==> config.mk <==
export PLATFORM = sky130hd
export DESIGN_NAME = wb_write_queue
export DESIGN_NICKNAME = d
export VERILOG_FILES = /design/src/rtl/wb_write_queue.sv
export SDC_FILE = /design/constraint.sdc
export NUM_CORES = 1
export LEC_CHECK = 0
export ABC_AREA = 1
export BUFFER_PORTS_ARGS = -buffer_cell sky130_fd_sc_hd__buf_2
export CORE_UTILIZATION = 59
export CTS_CLUSTER_DIAMETER = 120
export DETAILED_ROUTE_END_ITERATION = 8
export GPL_TIMING_DRIVEN = 0
export PLACE_DENSITY = 0.88
export SLEW_MARGIN = 0
export SYNTH_ARGS = -nofsm -noshare
export SYNTH_HDL_FRONTEND = slang
export SYNTH_SLANG_ARGS = --single-unit
==> constraint.sdc <==
create_clock -name clk -period 3.63 [get_ports clk]
set_clock_uncertainty 0.2 [all_clocks]
set_input_delay 0.1815 -clock clk [delete_from_list [all_inputs] [get_ports clk]]
set_output_delay 0.1815 -clock clk [all_outputs]
set_load 0.01 [all_outputs]
==> src/rtl/wb_write_queue.sv <==
// Writeback write queue: buffers MEM/WB results in order, drains one per cycle onto the
// register file write port, and forwards pending values to the two decode read ports.
module wb_write_queue #(
    parameter int unsigned DEPTH = 4,
    parameter int unsigned AW    = 4,
    parameter int unsigned DW    = 16
) (
    input  logic                     clk,
    input  logic                     rst,
    input  logic                     in_vld,
    input  logic [AW-1:0]            in_addr,
    input  logic [DW-1:0]            in_data,
    output logic                     in_rdy,
    input  logic                     drain_en,
    output logic                     rf_we,
    output logic [AW-1:0]            rf_dst_addr,
    output logic [DW-1:0]            rf_dst,
    input  logic [AW-1:0]            fwd0_addr,
    input  logic [AW-1:0]            fwd1_addr,
    output logic                     fwd0_hit,
    output logic                     fwd1_hit,
    output logic [DW-1:0]            fwd0_data,
    output logic [DW-1:0]            fwd1_data,
    output logic [$clog2(DEPTH):0]   count,
    output logic                     empty,
    output logic                     full
);

    localparam int unsigned PW = $clog2(DEPTH);
    localparam int unsigned CW = PW + 1;

    logic [PW-1:0] head_q, tail_q;
    logic [CW-1:0] count_q;
    logic [AW-1:0] mem_addr [DEPTH];
    logic [DW-1:0] mem_data [DEPTH];

    logic enq, store, deq;
    logic [PW-1:0] idx;

    // Outputs are masked by rst so nothing leaks out during the reset cycle itself.
    always_comb begin
        empty  = rst | (count_q == '0);
        full   = ~rst & (count_q == CW'(DEPTH));
        count  = rst ? '0 : count_q;
        in_rdy = ~full & ~rst;
        rf_we  = drain_en & ~empty;
        rf_dst_addr = empty ? '0 : mem_addr[head_q];
        rf_dst      = empty ? '0 : mem_data[head_q];
        enq   = in_vld & in_rdy;
        store = enq & (in_addr != '0);
        deq   = rf_we;
    end

    // Scan oldest to youngest so the last match seen is the youngest pending value.
    always_comb begin
        fwd0_hit  = 1'b0;
        fwd1_hit  = 1'b0;
        fwd0_data = '0;
        fwd1_data = '0;
        idx       = '0;
        for (int i = 0; i < DEPTH; i++) begin
            idx = head_q + PW'(i);
            if (!rst && (CW'(i) < count_q)) begin
                if ((fwd0_addr != '0) && (mem_addr[idx] == fwd0_addr)) begin
                    fwd0_hit  = 1'b1;
                    fwd0_data = mem_data[idx];
                end
                if ((fwd1_addr != '0) && (mem_addr[idx] == fwd1_addr)) begin
                    fwd1_hit  = 1'b1;
                    fwd1_data = mem_data[idx];
                end
            end
        end
    end

    always_ff @(posedge clk) begin
        if (rst) begin
            head_q  <= '0;
            tail_q  <= '0;
            count_q <= '0;
        end else begin
            if (store) tail_q <= tail_q + 1'b1;
            if (deq)   head_q <= head_q + 1'b1;
            if (store && !deq)      count_q <= count_q + 1'b1;
            else if (!store && deq) count_q <= count_q - 1'b1;
        end
    end

    // Entry storage is deliberately not reset; only occupied slots are ever observed.
    always_ff @(posedge clk) begin
        if (store) begin
            mem_addr[tail_q] <= in_addr;
            mem_data[tail_q] <= in_data;
        end
    end

endmodule

# Word-level counts from Yosys, hierarchy flattened
# Memory sizes are Yosys's and may differ from the RTL's. A register that Yosys moved wholly into a read port is not among the register bits.
# Index checks and enable logic that the tools add are counted.
# classes
n_addsub	6
n_lt_le_gt_ge	4
eq_ne	9
muxes	43
bitwise_logic	9
n_reduce_logical	22
# op_table
operator	count
$mux 16	17
$eq 4x4->1	8
$mux 1	18
$logic_and 1x1->1	14
$reduce_bool 4->1	3
$mux 3	3
$mux 2	4
$lt 1x3->1 const A	2
$lt 2x3->1 const A	2
$and 1x1->1	5
$add 2x1->2 const B	2
$add 2x2->2 const B	2
$mux 4	1
$add 3x1->3 const B	1
$eq 3x3->1 const B	1
$logic_not 1->1	3
$logic_not 3->1	1
$not 1->1	3
$sub 3x1->3 const B	1
$reduce_bool 2->1	1
$or 1x1->1	1
# totals
register_bits	7
ram_bits	80
in_bits	32
output_inout_bits	61
word_cells	98
mem_count	2
# mem_list
name	words	width	read_ports	rd_ports_with_merged_regs	write_ports	line_no	text
mem_data	4	16	4	1	1	35	logic [DW-1:0] mem_data [DEPTH];
mem_addr	4	4	4	1	1	34	logic [AW-1:0] mem_addr [DEPTH];

# Depth between registers and ports, before layout
# logic_depth
depth_word	10
ltp_mapped	16

# Least setup slack after synthesis
# No wires, ideal clock.
# synth_timing
path_type	flip-flop to flip-flop
start	reg count_q[0]
end	mem mem_addr[0][0] (enable)
arrival_time_ns	2.228
t_required_ns	3.033
path_slack_ns	0.805
stages_incl_launch_ff	8
path_buffers	0
period_less_slack_ns	2.825
cell_sequence	dfxtp_1 inv_1 ha_1 a21oi_1 nand2_1 nor2_1 inv_1 nor2_1
# synth_between
elab_chain_len	8
# synth_rtl
element	line_no	text
from (decl)	33	logic [CW-1:0] count_q;
from (signal assigned)	84	if (store && !deq) count_q <= count_q + 1'b1;
from (signal assigned)	85	else if (!store && deq) count_q <= count_q - 1'b1;
$eq 3x3->1	43	full = ~rst & (count_q == CW'(DEPTH));
$and 1x1->1	43	
$not 1->1	45	in_rdy = ~full & ~rst;
$and 1x1->1	45	
net in_rdy	13	output logic in_rdy,
$and 1x1->1	49	enq = in_vld & in_rdy;
$and 1x1->1	50	store = enq & (in_addr != '0);
net store	37	logic enq, store, deq;
$mux 1	91	if (store) begin
$mux 1 (not written as such)	92	mem_addr[tail_q] <= in_addr;
to (decl)	34	
# The timed path passes the listed nets, and every way through them passes these cells.

==> impl_metrics.csv <==
group,metric,value,unit
status,status,"finished, violations left",
status,violations,"DRC",
clock_network,ctsLongestPathBuffers,2,
critical_path,timing.rr.start,"count_q[0]$_SDFFE_PP0P_",
finish,fin_nets,1230,
placed_design,io_buffers,91,
clock_network,insertion_delay,0.33,ns
worst_hold_path,hp-start,"rst",
global_route,grt_pass1_wl,36.02,mm
critical_path,r2r_setup_slack,0.89,ns
clock_network,htree_num_levels,3,
yosys,syn-instance-count,1063,
finish,nFillCells,977,
route,viasPerCell,5.839,
clock_network,path_clk_slew,0.06,ns
global_route,grt_pass1_vias,6896,
floorplanning,die_area,0.01255,mm^2
placed_design,dp_hpwl,17.13,mm
finish,register_area,0.002582,mm^2
clock_network,cts_resized,0,
finish,fin_area,0.008351,mm^2
global_route,grt_usage,36.49,%
global_route,grt_max_degree,19,
job,cap_violations,0,
pwr,vdd_drop_max,0.4369,mV
floorplanning,rows,39,
clock_network,ctsHoldBuffers,20,
floorplanning,ios,93,
sta,min_period,3.083,ns
sta,timing.fmax,324.3,MHz
clock_network,cts.sinks,89,
critical_path,cp_max_fo,10,
yosys,async_flop_share,0,%
route,drcViolationCount,6,
yosys,ys_warn_count,0,
floorplanning,die_x,112.0,um
critical_path,endpoint_kind,"output pin",
yosys,ys_seq_elements,89,
finish,multi_input_area,0.003867,mm^2
critical_path,path_class,"reg -> out",
critical_path,cpMostUsedCell,"nand2_1",
yosys,netlist_area,0.007144,mm^2
global_route,grt-ovfl-total,0,
critical_path,required,3.25,ns
floorplanning,start_util,61.52,%
route,drt_wl_total,22.59,mm
critical_path,crit_chain,"inv_1 > buf_2 > nand2_1 > nand3_1 > nand2_1 > nand2_1 > nand3_1 > nor2_2 > buf_2 > nand3_1 > nand3_1 > nand2_1 > nand2_1 > buf_2",
clock_network,post_cts_buffers,0,
yosys,avgSynthCellArea,6.721,um^2
placed_design,dpl.cell_count,1301,
critical_path,rr_endpoint,"mem_data[3][6]$_DFFE_PP_",
clock_network,clockRootBuffer,"clkbuf_16",
worst_hold_path,min_to,"count_q[0]$_SDFFE_PP0P_",
critical_path,cp-start-kind,"flop",
sta,finalHoldViolCount,0,
route,ant_nets,0,
pwr,pwr_density_cell,433.1,mW/mm^2
finish,final_common_cell,"nand2_1",
worst_hold_path,hp-class,"in -> reg",
finish,stdcell_count,1336,
yosys,synth_edf_count,80,
pwr,finalPower,3.617,mW
pwr,leakage,3.976,nW
yosys,synth_nets,1104,
placed_design,place_congestion,0.9976,
sta,setup_viol,0,
route,first_pass_iters,9,
sta,grt_setup_unrepaired,"no",
global_route,grt_antenna_before_repair,0,
critical_path,cp.arrival,2.70,ns
critical_path,max_stage_delay,0.36,ns
critical_path,reg2reg_depth,8,
route,drtIter0Drc,1230,
route,dr_total_vias,7801,
yosys,yosysSeqAreaShare,36.15,%
finish,num_antenna_cells,0,
worst_hold_path,hold-path-cell-count,2,
route,avgRoutedWirePerCell,16.90,um
sta,post-route-period-util,84.94,%
clock_network,cts_tree,"yes",
floorplanning,core_region_area,0.01161,mm^2
sta,setup_tns,0,ns
sta,relSlewSlack,59.21,%
finish,layout_common_cells,"nand2_1, nor2_1, buf_2",
sta,maxSlewViolCount,0,
yosys,synth_flop_cell,"edfxtp_1",
clock_network,numCtsBuffers,9,
sta,worst_slew_pin_slew,0.6119,ns
finish,drive_gt1_share,14.25,%
floorplanning,die_y,112.0,um
critical_path,cp_slowest_cell,"nor2_2",
placed_design,post_dp_cell_area,0.007874,mm^2
finish,syn2layout_area_growth,16.88,%
yosys,yosysUniqueCellTypes,35,
[metrics by stage]
stage | util, % | hold slack [ns] | worst slack, ns
floorplan | - | 0.08037 | 0.8050
global placement | 66.98 | 0.1938 | 0.2838
detailed placement | 67.80 | 0.1961 | 0.9202
CTS | 71.90 | 0.01586 | 0.6228
global route | 71.90 | 0.04393 | 0.2899
finish | 71.90 | 0.02629 | 0.5466
[worst max-delay path, delay by kind of cell, from the launching register on]
family,cells,cell delay [ns]
flops,1,0.32
buf+inv,4,0.84
simple gates,10,1.21
[state kept, by name (all words and copies together), names as in the netlist, named ones only]
signal	flops
tail_q	2
count_q	3
mem_addr	16
head_q	2
mem_data	64
[power breakdown]
group          switching (mW)  internal [mW]
Combinational            1.08          0.479
Sequential             0.0353           1.17
Clock                   0.334          0.522
Total                    1.45           2.17
[routing by layer]
metal	vias up	global-route usage, %	share of wire, %
li1	3770	-	-
met1	3463	54.59	42
met2	539	54.16	43
met3	29	7.559	14
met4	0	8.889	1.5
met5	-	0	0
[cell usage after synthesis (15+ instances only)]
master      n  area (um^2)
nand2_1   347         1303
nor2_1    145        544.3
nand3_1   103        515.5
inv_1     101        379.1
edfxtp_1   80         2402
o21ai_0    71        355.3
nand4_1    32        200.2
clkbuf_1   25        93.84
buf_2      21        105.1
a22oi_1    18        135.1
a21oi_1    16        80.08
a32o_1     15        150.1
o221ai_1   15        131.4
[logic make-up (layout without fill, tap and decap cells)]
kind of cell | count (synthesis) | after routing | share of synthesized area (%)
flip-flops | 89 | 89 | 36.15
AO/OA/AOI/OAI | 141 | 141 | 12.52
XOR/XNOR | 8 | 8 | 1.191
AND/OR/NAND/NOR | 651 | 651 | 38.70
buffers and inverters | 165 | 295 | 9.860
adder cells (fa/ha/maj) | 9 | 9 | 1.576
[final cells by class]
| type | instances | area share (%) |
|---|---|---|
| multi-input combinational | 809 | 46.31 |
| sequential | 89 | 30.93 |
| timing repair buffer | 115 | 8.870 |
| inverter | 106 | 4.795 |
| buffer | 59 | 3.641 |
| clock buffer | 10 | 2.742 |
| tap | 143 | 2.143 |
| clock inverter | 5 | 0.5694 |
[worst max-delay path by stage]
stage / from / endpoint / slack, ns
after floorplan: count_q[0]$_SDFFE_PP0P_ / mem_addr[0][0]$_DFFE_PP_ / 0.80
after global placement: count_q[0]$_SDFFE_PP0P_ / mem_data[0][9]$_DFFE_PP_ / 0.28
after detailed placement: rst / fwd1_data[13] / 0.92
after CTS: head_q[0]$_SDFFE_PP0P_ / fwd1_data[13] / 0.62
after global routing: flop / fwd1_data[14] / 0.29
final: flop / fwd1_data[13] / 0.55
Note: power is estimated with default switching activity, not from simulation.
